### src/rtl/pps_sync_rx.sv
// -----------------------------------------------------------------------------
// pps_sync_rx
//
// Purpose:
//   Receives an external pulse-per-second signal that is asynchronous to CLK.
//   It synchronizes the signal, detects rising edges, and measures the
//   edge-to-edge period. It locks after LOCK_CNT consecutive periods within
//   NOM_PERIOD +/- TOL, and while locked it counts the accepted seconds.
//   A missing edge (counter reaches NOM_PERIOD+TOL) drops the receiver back
//   to IDLE and raises a one-cycle miss strobe.
//
// Ports:
//   CLK          in   1   sole clock, rising edge
//   RST_N        in   1   synchronous active-low reset
//   pps_in       in   1   external PPS, asynchronous to CLK
//   enable       in   1   receiver enable (0 forces IDLE, strobes low)
//   pps_pulse    out  1   one-cycle strobe per synchronized rising edge
//   period       out  32  last measured edge-to-edge period in CLK cycles
//   period_valid out  1   one-cycle strobe when period updates
//   locked       out  1   high while the receiver is LOCKED
//   miss         out  1   one-cycle strobe on timeout
//   sec_count    out  32  accepted edges while LOCKED (wraps)
// -----------------------------------------------------------------------------
module pps_sync_rx #(
  parameter int unsigned NOM_PERIOD = 125000000,
  parameter int unsigned TOL        = 1000,
  parameter int unsigned LOCK_CNT   = 4
) (
  input  logic        CLK,
  input  logic        RST_N,
  input  logic        pps_in,
  input  logic        enable,
  output logic        pps_pulse,
  output logic [31:0] period,
  output logic        period_valid,
  output logic        locked,
  output logic        miss,
  output logic [31:0] sec_count
);

  localparam int unsigned GOOD_W = $clog2(LOCK_CNT + 1);
  localparam logic [31:0] CNT_MIN = 32'(NOM_PERIOD - TOL);
  localparam logic [31:0] CNT_MAX = 32'(NOM_PERIOD + TOL);
  localparam logic [GOOD_W-1:0] GOOD_LOCK = GOOD_W'(LOCK_CNT);

  typedef enum logic [1:0] {
    ST_IDLE   = 2'd0,
    ST_ACQ    = 2'd1,
    ST_LOCKED = 2'd2
  } state_e;

  logic              sync1_q, sync1_d;
  logic              sync2_q, sync2_d;
  logic              prev_q, prev_d;
  state_e            state_q, state_d;
  logic [31:0]       cnt_q, cnt_d;
  logic [GOOD_W-1:0] good_q, good_d;
  logic              pps_pulse_q, pps_pulse_d;
  logic [31:0]       period_q, period_d;
  logic              period_valid_q, period_valid_d;
  logic              locked_q, locked_d;
  logic              miss_q, miss_d;
  logic [31:0]       sec_count_q, sec_count_d;

  logic              edge_s;
  logic              in_tol_s;
  logic              running_s;
  logic [GOOD_W-1:0] good_inc_s;

  // Edge qualification and period tolerance decode.
  always_comb begin
    // prev_q keeps tracking the synchronizer while disabled. As a result, a
    // level that is already high when enable returns does not count as an edge.
    edge_s     = enable & sync2_q & ~prev_q;
    in_tol_s   = (cnt_q >= CNT_MIN) && (cnt_q <= CNT_MAX);
    running_s  = (state_q == ST_ACQ) || (state_q == ST_LOCKED);
    good_inc_s = good_q + GOOD_W'(1);
  end

  // Next-state logic for the synchronizer, the period counter and the FSM.
  always_comb begin
    sync1_d        = pps_in;
    sync2_d        = sync1_q;
    prev_d         = sync2_q;
    state_d        = state_q;
    cnt_d          = cnt_q;
    good_d         = good_q;
    pps_pulse_d    = 1'b0;
    period_d       = period_q;
    period_valid_d = 1'b0;
    miss_d         = 1'b0;
    sec_count_d    = sec_count_q;
    // locked follows the registered state. Dropping enable clears it at once.
    locked_d       = enable && (state_q == ST_LOCKED);

    if (!enable) begin
      state_d = ST_IDLE;
      cnt_d   = 32'd0;
      good_d  = '0;
    end else if (edge_s) begin
      pps_pulse_d = 1'b1;
      cnt_d       = 32'd1;
      case (state_q)
        ST_IDLE: begin
          state_d = ST_ACQ;
          good_d  = '0;
        end
        ST_ACQ: begin
          period_d       = cnt_q;
          period_valid_d = 1'b1;
          if (in_tol_s) begin
            if (good_inc_s == GOOD_LOCK) begin
              state_d = ST_LOCKED;
              good_d  = GOOD_LOCK;
            end else begin
              state_d = ST_ACQ;
              good_d  = good_inc_s;
            end
          end else begin
            state_d = ST_ACQ;
            good_d  = '0;
          end
        end
        ST_LOCKED: begin
          period_d       = cnt_q;
          period_valid_d = 1'b1;
          if (in_tol_s) begin
            state_d     = ST_LOCKED;
            sec_count_d = sec_count_q + 32'd1;
          end else begin
            state_d = ST_ACQ;
            good_d  = '0;
          end
        end
        default: begin
          state_d = ST_IDLE;
          good_d  = '0;
        end
      endcase
    end else if (running_s) begin
      cnt_d = cnt_q + 32'd1;
      // An edge in this same cycle would have taken the branch above. This
      // gives the edge priority over the timeout at the upper bound.
      if (cnt_q == CNT_MAX) begin
        state_d = ST_IDLE;
        good_d  = '0;
        miss_d  = 1'b1;
      end else begin
        state_d = state_q;
        good_d  = good_q;
      end
    end else begin
      cnt_d = cnt_q;
    end
  end

  // All state registers, with synchronous active-low reset.
  always_ff @(posedge CLK) begin
    if (!RST_N) begin
      sync1_q        <= 1'b0;
      sync2_q        <= 1'b0;
      prev_q         <= 1'b0;
      state_q        <= ST_IDLE;
      cnt_q          <= 32'd0;
      good_q         <= '0;
      pps_pulse_q    <= 1'b0;
      period_q       <= 32'd0;
      period_valid_q <= 1'b0;
      locked_q       <= 1'b0;
      miss_q         <= 1'b0;
      sec_count_q    <= 32'd0;
    end else begin
      sync1_q        <= sync1_d;
      sync2_q        <= sync2_d;
      prev_q         <= prev_d;
      state_q        <= state_d;
      cnt_q          <= cnt_d;
      good_q         <= good_d;
      pps_pulse_q    <= pps_pulse_d;
      period_q       <= period_d;
      period_valid_q <= period_valid_d;
      locked_q       <= locked_d;
      miss_q         <= miss_d;
      sec_count_q    <= sec_count_d;
    end
  end

  assign pps_pulse    = pps_pulse_q;
  assign period       = period_q;
  assign period_valid = period_valid_q;
  assign locked       = locked_q;
  assign miss         = miss_q;
  assign sec_count    = sec_count_q;

endmodule

### config.mk
export PLATFORM = sky130hd
export DESIGN_NAME = pps_sync_rx
export DESIGN_NICKNAME = d
export VERILOG_FILES = /design/src/rtl/pps_sync_rx.sv
export SDC_FILE = /design/constraint.sdc
export NUM_CORES = 1
export LEC_CHECK = 0
export CAP_MARGIN = 15
export CELL_PAD_IN_SITES_DETAIL_PLACEMENT = 2
export CELL_PAD_IN_SITES_GLOBAL_PLACEMENT = 2
export CORE_ASPECT_RATIO = 0.5
export CORE_MARGIN = 2
export CORE_UTILIZATION = 41
export CTS_CLUSTER_DIAMETER = 120
export CTS_CLUSTER_SIZE = 24
export DETAILED_ROUTE_END_ITERATION = 16
export DONT_BUFFER_PORTS = 1
export PLACE_DENSITY_LB_ADDON = 0.1
export REMOVE_ABC_BUFFERS = 1
export SLEW_MARGIN = 0
export SYNTH_ARGS = -nofsm -noshare
export SYNTH_HDL_FRONTEND = slang
export SYNTH_SLANG_ARGS = --single-unit
### constraint.sdc
create_clock -name CLK -period 5.4 [get_ports CLK]
set_input_delay 1.08 -clock CLK [delete_from_list [all_inputs] [get_ports CLK]]
set_output_delay 1.08 -clock CLK [all_outputs]
set_load 0.03 [all_outputs]
== Yosys cells after proc, flatten, opt, wreduce, memory -nomap -nowiden ==
Index checks and enable logic that the tools add are counted.
W data, S select, Z words.

* Flip-flop bits (word level): 108
* Input bits: 4

* Order comparisons: 2
* Reduce and logical (&&, ||, !) cells: 15
* Multiplexer cells: 19
* Equality and inequality tests: 5
* Bitwise logic cells: 6
* $add $sub $neg: 3

{| class="wikitable"
|+ Operator list
! cell !! number
|-
| $add A32 B1 Y32 const B || 2
|-
| $eq A32 B27 Y1 const B || 1
|-
| $ge A32 B27 Y1 const B || 1
|-
| $le A32 B27 Y1 const B || 1
|-
| $mux W3 || 6
|-
| $mux W2 || 6
|-
| $reduce_and A3 Y1 || 3
|-
| $pmux W2 S3 || 1
|-
| $pmux W3 S2 || 1
|-
| $mux W1 || 5
|-
| $not A1 Y1 || 4
|-
| $reduce_and A2 Y1 || 2
|-
| $reduce_and A4 Y1 || 1
|-
| $reduce_bool A2 Y1 || 2
|-
| $reduce_or A4 Y1 || 1
|-
| $add A3 B1 Y3 const B || 1
|-
| $eq A3 B3 Y1 const B || 1
|-
| $ne A3 B3 Y1 const B || 1
|-
| $reduce_or A3 Y1 || 1
|-
| $and A1 B1 Y1 || 2
|-
| $eq A2 B1 Y1 const B || 1
|-
| $eq A2 B2 Y1 const B || 1
|-
| $logic_and A1 B1 Y1 || 2
|-
| $logic_not A2 Y1 || 1
|-
| 2 further kinds || 2
|}

== Depth between registers and ports, before layout ==
* Depth in word-level cells: 6
* Gate-level depth with buffers: 9

== Least setup slack after synthesis ==
Ideal clock, no wire load.

* Path type: input-to-reg
* Start point: input port enable
* End point: register sec_count_q[25], in the netlist sec_count[25]
* Data required time: 5.262 ns
* Cell stages on the path: 6
* Data arrival time: 2.389 ns
* Slack: 2.873 ns
* Path through: and3b_1 > and2_1 > and4_1 > o2111ai_1 > o311ai_0 > o41ai_1

* Word-level cells in the longest chain between the ends: 3

{| class="wikitable"
|+ RTL lines
! what !! RTL line !! source
|-
| start: declaration || 32 || <nowiki>input logic enable,</nowiki>
|-
| $and A1 B1 Y1 (2 in series) || 74 || <nowiki>edge_s = enable & sync2_q & ~prev_q;</nowiki>
|-
| $reduce_and A4 Y1 (no line) (*) || -- ||
|-
| end signal: assignment || 184 || <nowiki>sec_count_q <= sec_count_d;</nowiki>
|-
| end: declaration || 63 || <nowiki>logic [31:0] sec_count_q, sec_count_d;</nowiki>
|}

Mark *: on every way between the ends. The rest lies on a longest branch, timed or not.
A chain may end at the register's enable or synchronous reset.

== Worst setup path after layout ==
* Start point: register state_q[0]
* End point: register cnt_q[31]

* Word-level cells in the longest chain between the ends: 2
* Elaborated cells on any way between the ends: 3

{| class="wikitable"
|+ RTL lines
! what !! RTL line !! source
|-
| start: declaration || 55 || <nowiki>state_e state_q, state_d;</nowiki>
|-
| start signal: assignment || 176 || <nowiki>state_q <= state_d;</nowiki>
|-
| $eq A2 B1 Y1 or $eq A2 B2 Y1 (tied branches) || 76 || <nowiki>running_s = (state_q == ST_ACQ) || (state_q == ST_LOCKED);</nowiki>
|-
| $logic_or A1 B1 Y1 (*) || 76 ||
|-
| named net running_s || 67 || <nowiki>logic running_s;</nowiki>
|-
| end signal: assignment || 177 || <nowiki>cnt_q <= cnt_d;</nowiki>
|-
| end: declaration || 56 || <nowiki>logic [31:0] cnt_q, cnt_d;</nowiki>
|}

Mark *: on every way through the listed nets, which the timed path passes. The rest lies on a longest branch.

==> metrics.cfg <==
[cts]
h-tree-depth = 3
post_cts_buffers = 0
cts-resized-gates = 0
ctsHoldBuffers = 0
cts-root-buf = clkbuf_16
cts_buffers = 9
clockBufferDepth = 2
clkTransAtPathRegs_ps = 70
cts_tree = yes
clock_latency_ps = 350
clock_sinks = 108

[placement]
post-place-ws_ps = 2370
gp_congestion = 0.797
dp_hpwl_um = 9670
port_buffers = 0

[global_routing]
grt_max_degree = 62
grt_usage = 0.221
grt_overflow = 0
grt_pass1_wl_um = 23500
grt_antenna_before_repair = 0
grt_pass1_vias = 4516

[routing]
dr_total_vias = 4383
ant_nets = 0
drt_wl_total_um = 14200
drtPass1Iterations = 4
drt_iter0_drc = 194
wire_per_inst_um = 18.9
drc = 0
viasPerCell = 5.84

[setup_path]
worst_r2r_startpoint = state_q[0]
r2r-end = cnt_q[31]
worst-path-buf-inv = 1
max_stage_delay_ps = 660
path_max_fanout = 12
endpoint_kind = register
critPathSlowestCell = nor4_1
rr_worst_depth = 8
crit_type = register to register
critPathTopFamily = simple AND/OR/NAND/NOR gates
cp.required_ps = 5620
ff2ff_setup_slack_ps = 2400
arrival_ps = 3220
crit_cells = 8
cp_cell_sequence = inv_1 > ha_1 > nand4_1 > nor4_1 > nand3_1 > nor3_1 > xnor2_1 > nor2_1
worstSetupStartpointType = register

[timing]
fin_crit_ps = 3000
holdWs_ps = 466
fin_tns_setup_ps = 0
fin_crit_sh = 0.555
fmax_mhz = 333
fin_ws_ps = 2400
rsz0062_at_grt = no
setup_viol = 0
worst_pin_slew_ps = 1130
slew_headroom = 0.243
hold_viol_final = 0
drv_slew = 0
skew_ps = 9.85

[die]
fp.dieH_um = 82.3
dieArea_um2 = 13200
floorplan.initialDensity = 0.423
pin_count = 72
core_um2 = 11900
die_w_um = 161
core.rowCount = 28

[synthesis]
synthArstFlopShare = 0
ys_types = 51
synth.cell_area_um2 = 5030
ys_ff_latch = 108
syn_inst = 599
avgSynthCellArea_um2 = 8.39
yosysWarnings = 0
yosysSeqAreaShare = 0.430
yosys_most_used_dff = dfxtp_1
synth-edff-count = 0

[layout]
n_antenna_cell = 0
final_core_util = 0.454
fillerInstances = 1325
drive_gt1_frac = 0.0462
nets = 593
syn_to_final_growth_pct = 7.34

[hold_path]
worst_hold_path_type = register to register
holdPathStages = 1
whs_endpoint = prev_d
worstHoldStart = sync1_q

[power]
ir_drop_mv = 0.114
powerDensity_nw_per_um2 = 269
p_leak_nw = 1.65

[status]
outcome = completed

[flow_run]
drv_cap = 0

==> cells by family (layout without fill, tap and decap cells) <==
kind of cell / after synthesis / count (layout) / share of synthesized area
simple gates: 279 / 279 / 0.292
compound gates: 121 / 121 / 0.159
flops: 108 / 108 / 0.430
buf+inv: 50 / 36 / 0.0403
xor+xnor: 29 / 29 / 0.0505
fa+ha+maj: 9 / 9 / 0.0224
mux: 3 / 3 / 0.00597
==> worst register-to-register path, cell delays in order (launching register included) <==
cell and delay, ps:
dfxtp_1 410, inv_1 110, ha_1 570, nand4_1 260
nor4_1 660, nand3_1 320, nor3_1 320, xnor2_1 160
nor2_1 60
==> cell type report <==
| type | instances | area [um2] | area share |
|---|---|---|---|
| tap | 165 | 206 | 0.0383 |
| inverter | 17 | 63.8 | 0.0118 |
| clock inverter | 4 | 32.5 | 0.00603 |
| clock buffer | 12 | 246 | 0.0457 |
| multi-input combinational | 441 | 2660 | 0.493 |
| sequential | 108 | 2160 | 0.401 |
| timing repair buffer | 3 | 22.5 | 0.00417 |
==> placed cells by master (no fill, tap or decap), drive strengths merged, types with 4 or more instances in the layout <==
cell type	instances
or4	21
nor2	50
nand2	95
a21oi	62
xor2	11
clkbuf	12
o211ai	5
or3	4
o21bai	4
inv	19
o31ai	20
a211oi	4
dfxtp	108
nand2b	9
o2111ai	4
nor4	12
nand3	27
and3	17
o21ai	6
and4	9
nor3	6
nand4	15
ha	9
and2	6
xnor2	18
==> state kept, by name, summed over array words and instances, names as in the netlist <==
name and flops:
miss 1, pps_pulse 1, prev_q 1, good_q 3
period 32, state_q 2, sec_count 32, sync1_q 1
prev_d 1, locked 1, cnt_q 32, period_valid 1
==> report_power, final <==
group	internal [mW]	switching, mW
Sequential	0.797	0.00149
Clock	0.330	0.305
Combinational	0.00352	0.0162
==> cell usage after synthesis, types with 3 or more instances <==
cell / n / share of area
nor3_1: 6 / 0.0060
a211oi_1: 4 / 0.0060
nand3_1: 26 / 0.026
and3_1: 17 / 0.021
nor2_1: 50 / 0.037
mux2i_1: 3 / 0.0060
xor2_1: 11 / 0.019
ha_1: 9 / 0.022
or3_1: 4 / 0.0050
dfxtp_1: 108 / 0.43
clkbuf_1: 28 / 0.021
inv_1: 17 / 0.013
nor4_4: 3 / 0.013
o21bai_1: 4 / 0.0060
nand2_1: 95 / 0.071
a21oi_1: 62 / 0.062
buf_2: 3 / 0.0030
xnor2_1: 18 / 0.031
and4_1: 9 / 0.016
and2_1: 6 / 0.0075
o211ai_1: 4 / 0.0060
nand4_1: 15 / 0.019
o31ai_1: 20 / 0.030
nor4_1: 9 / 0.011
nor2b_1: 3 / 0.0037
nand2b_1: 9 / 0.011
or4_1: 21 / 0.031
o21ai_0: 6 / 0.0060
==> through the flow <==
stage | std cells | power [mW] | cell area [um2]
after floorplan | 566 | 0.829 | 4890
after global placement | 734 | 0.837 | 5120
after detailed placement | 734 | 0.837 | 5120
after CTS | 750 | 1.47 | 5400
after global routing | 750 | 1.50 | 5400
final | 750 | 1.45 | 5400
==> layer usage <==
layer  GRT usage  wire, um  vias up
met5           0         0        -
met4      0.0423        76        0
met3      0.0614       634        9
met2       0.400      6820       69
met1       0.271      6660     2199
li1            -         -     2106
==> worst max path at each step <==
stage	startpoint	end	slack, ps
detailed placement	state_q[0]	cnt_q[31]	2370
CTS	state_q[0]	cnt_q[31]	2360
global placement	enable	sec_count[31]	2490
floorplan	enable	sec_count[17]	2780
finish	state_q[0]	cnt_q[31]	2400
global route	state_q[0]	cnt_q[31]	1980
Power figures use the tool's default switching activity.
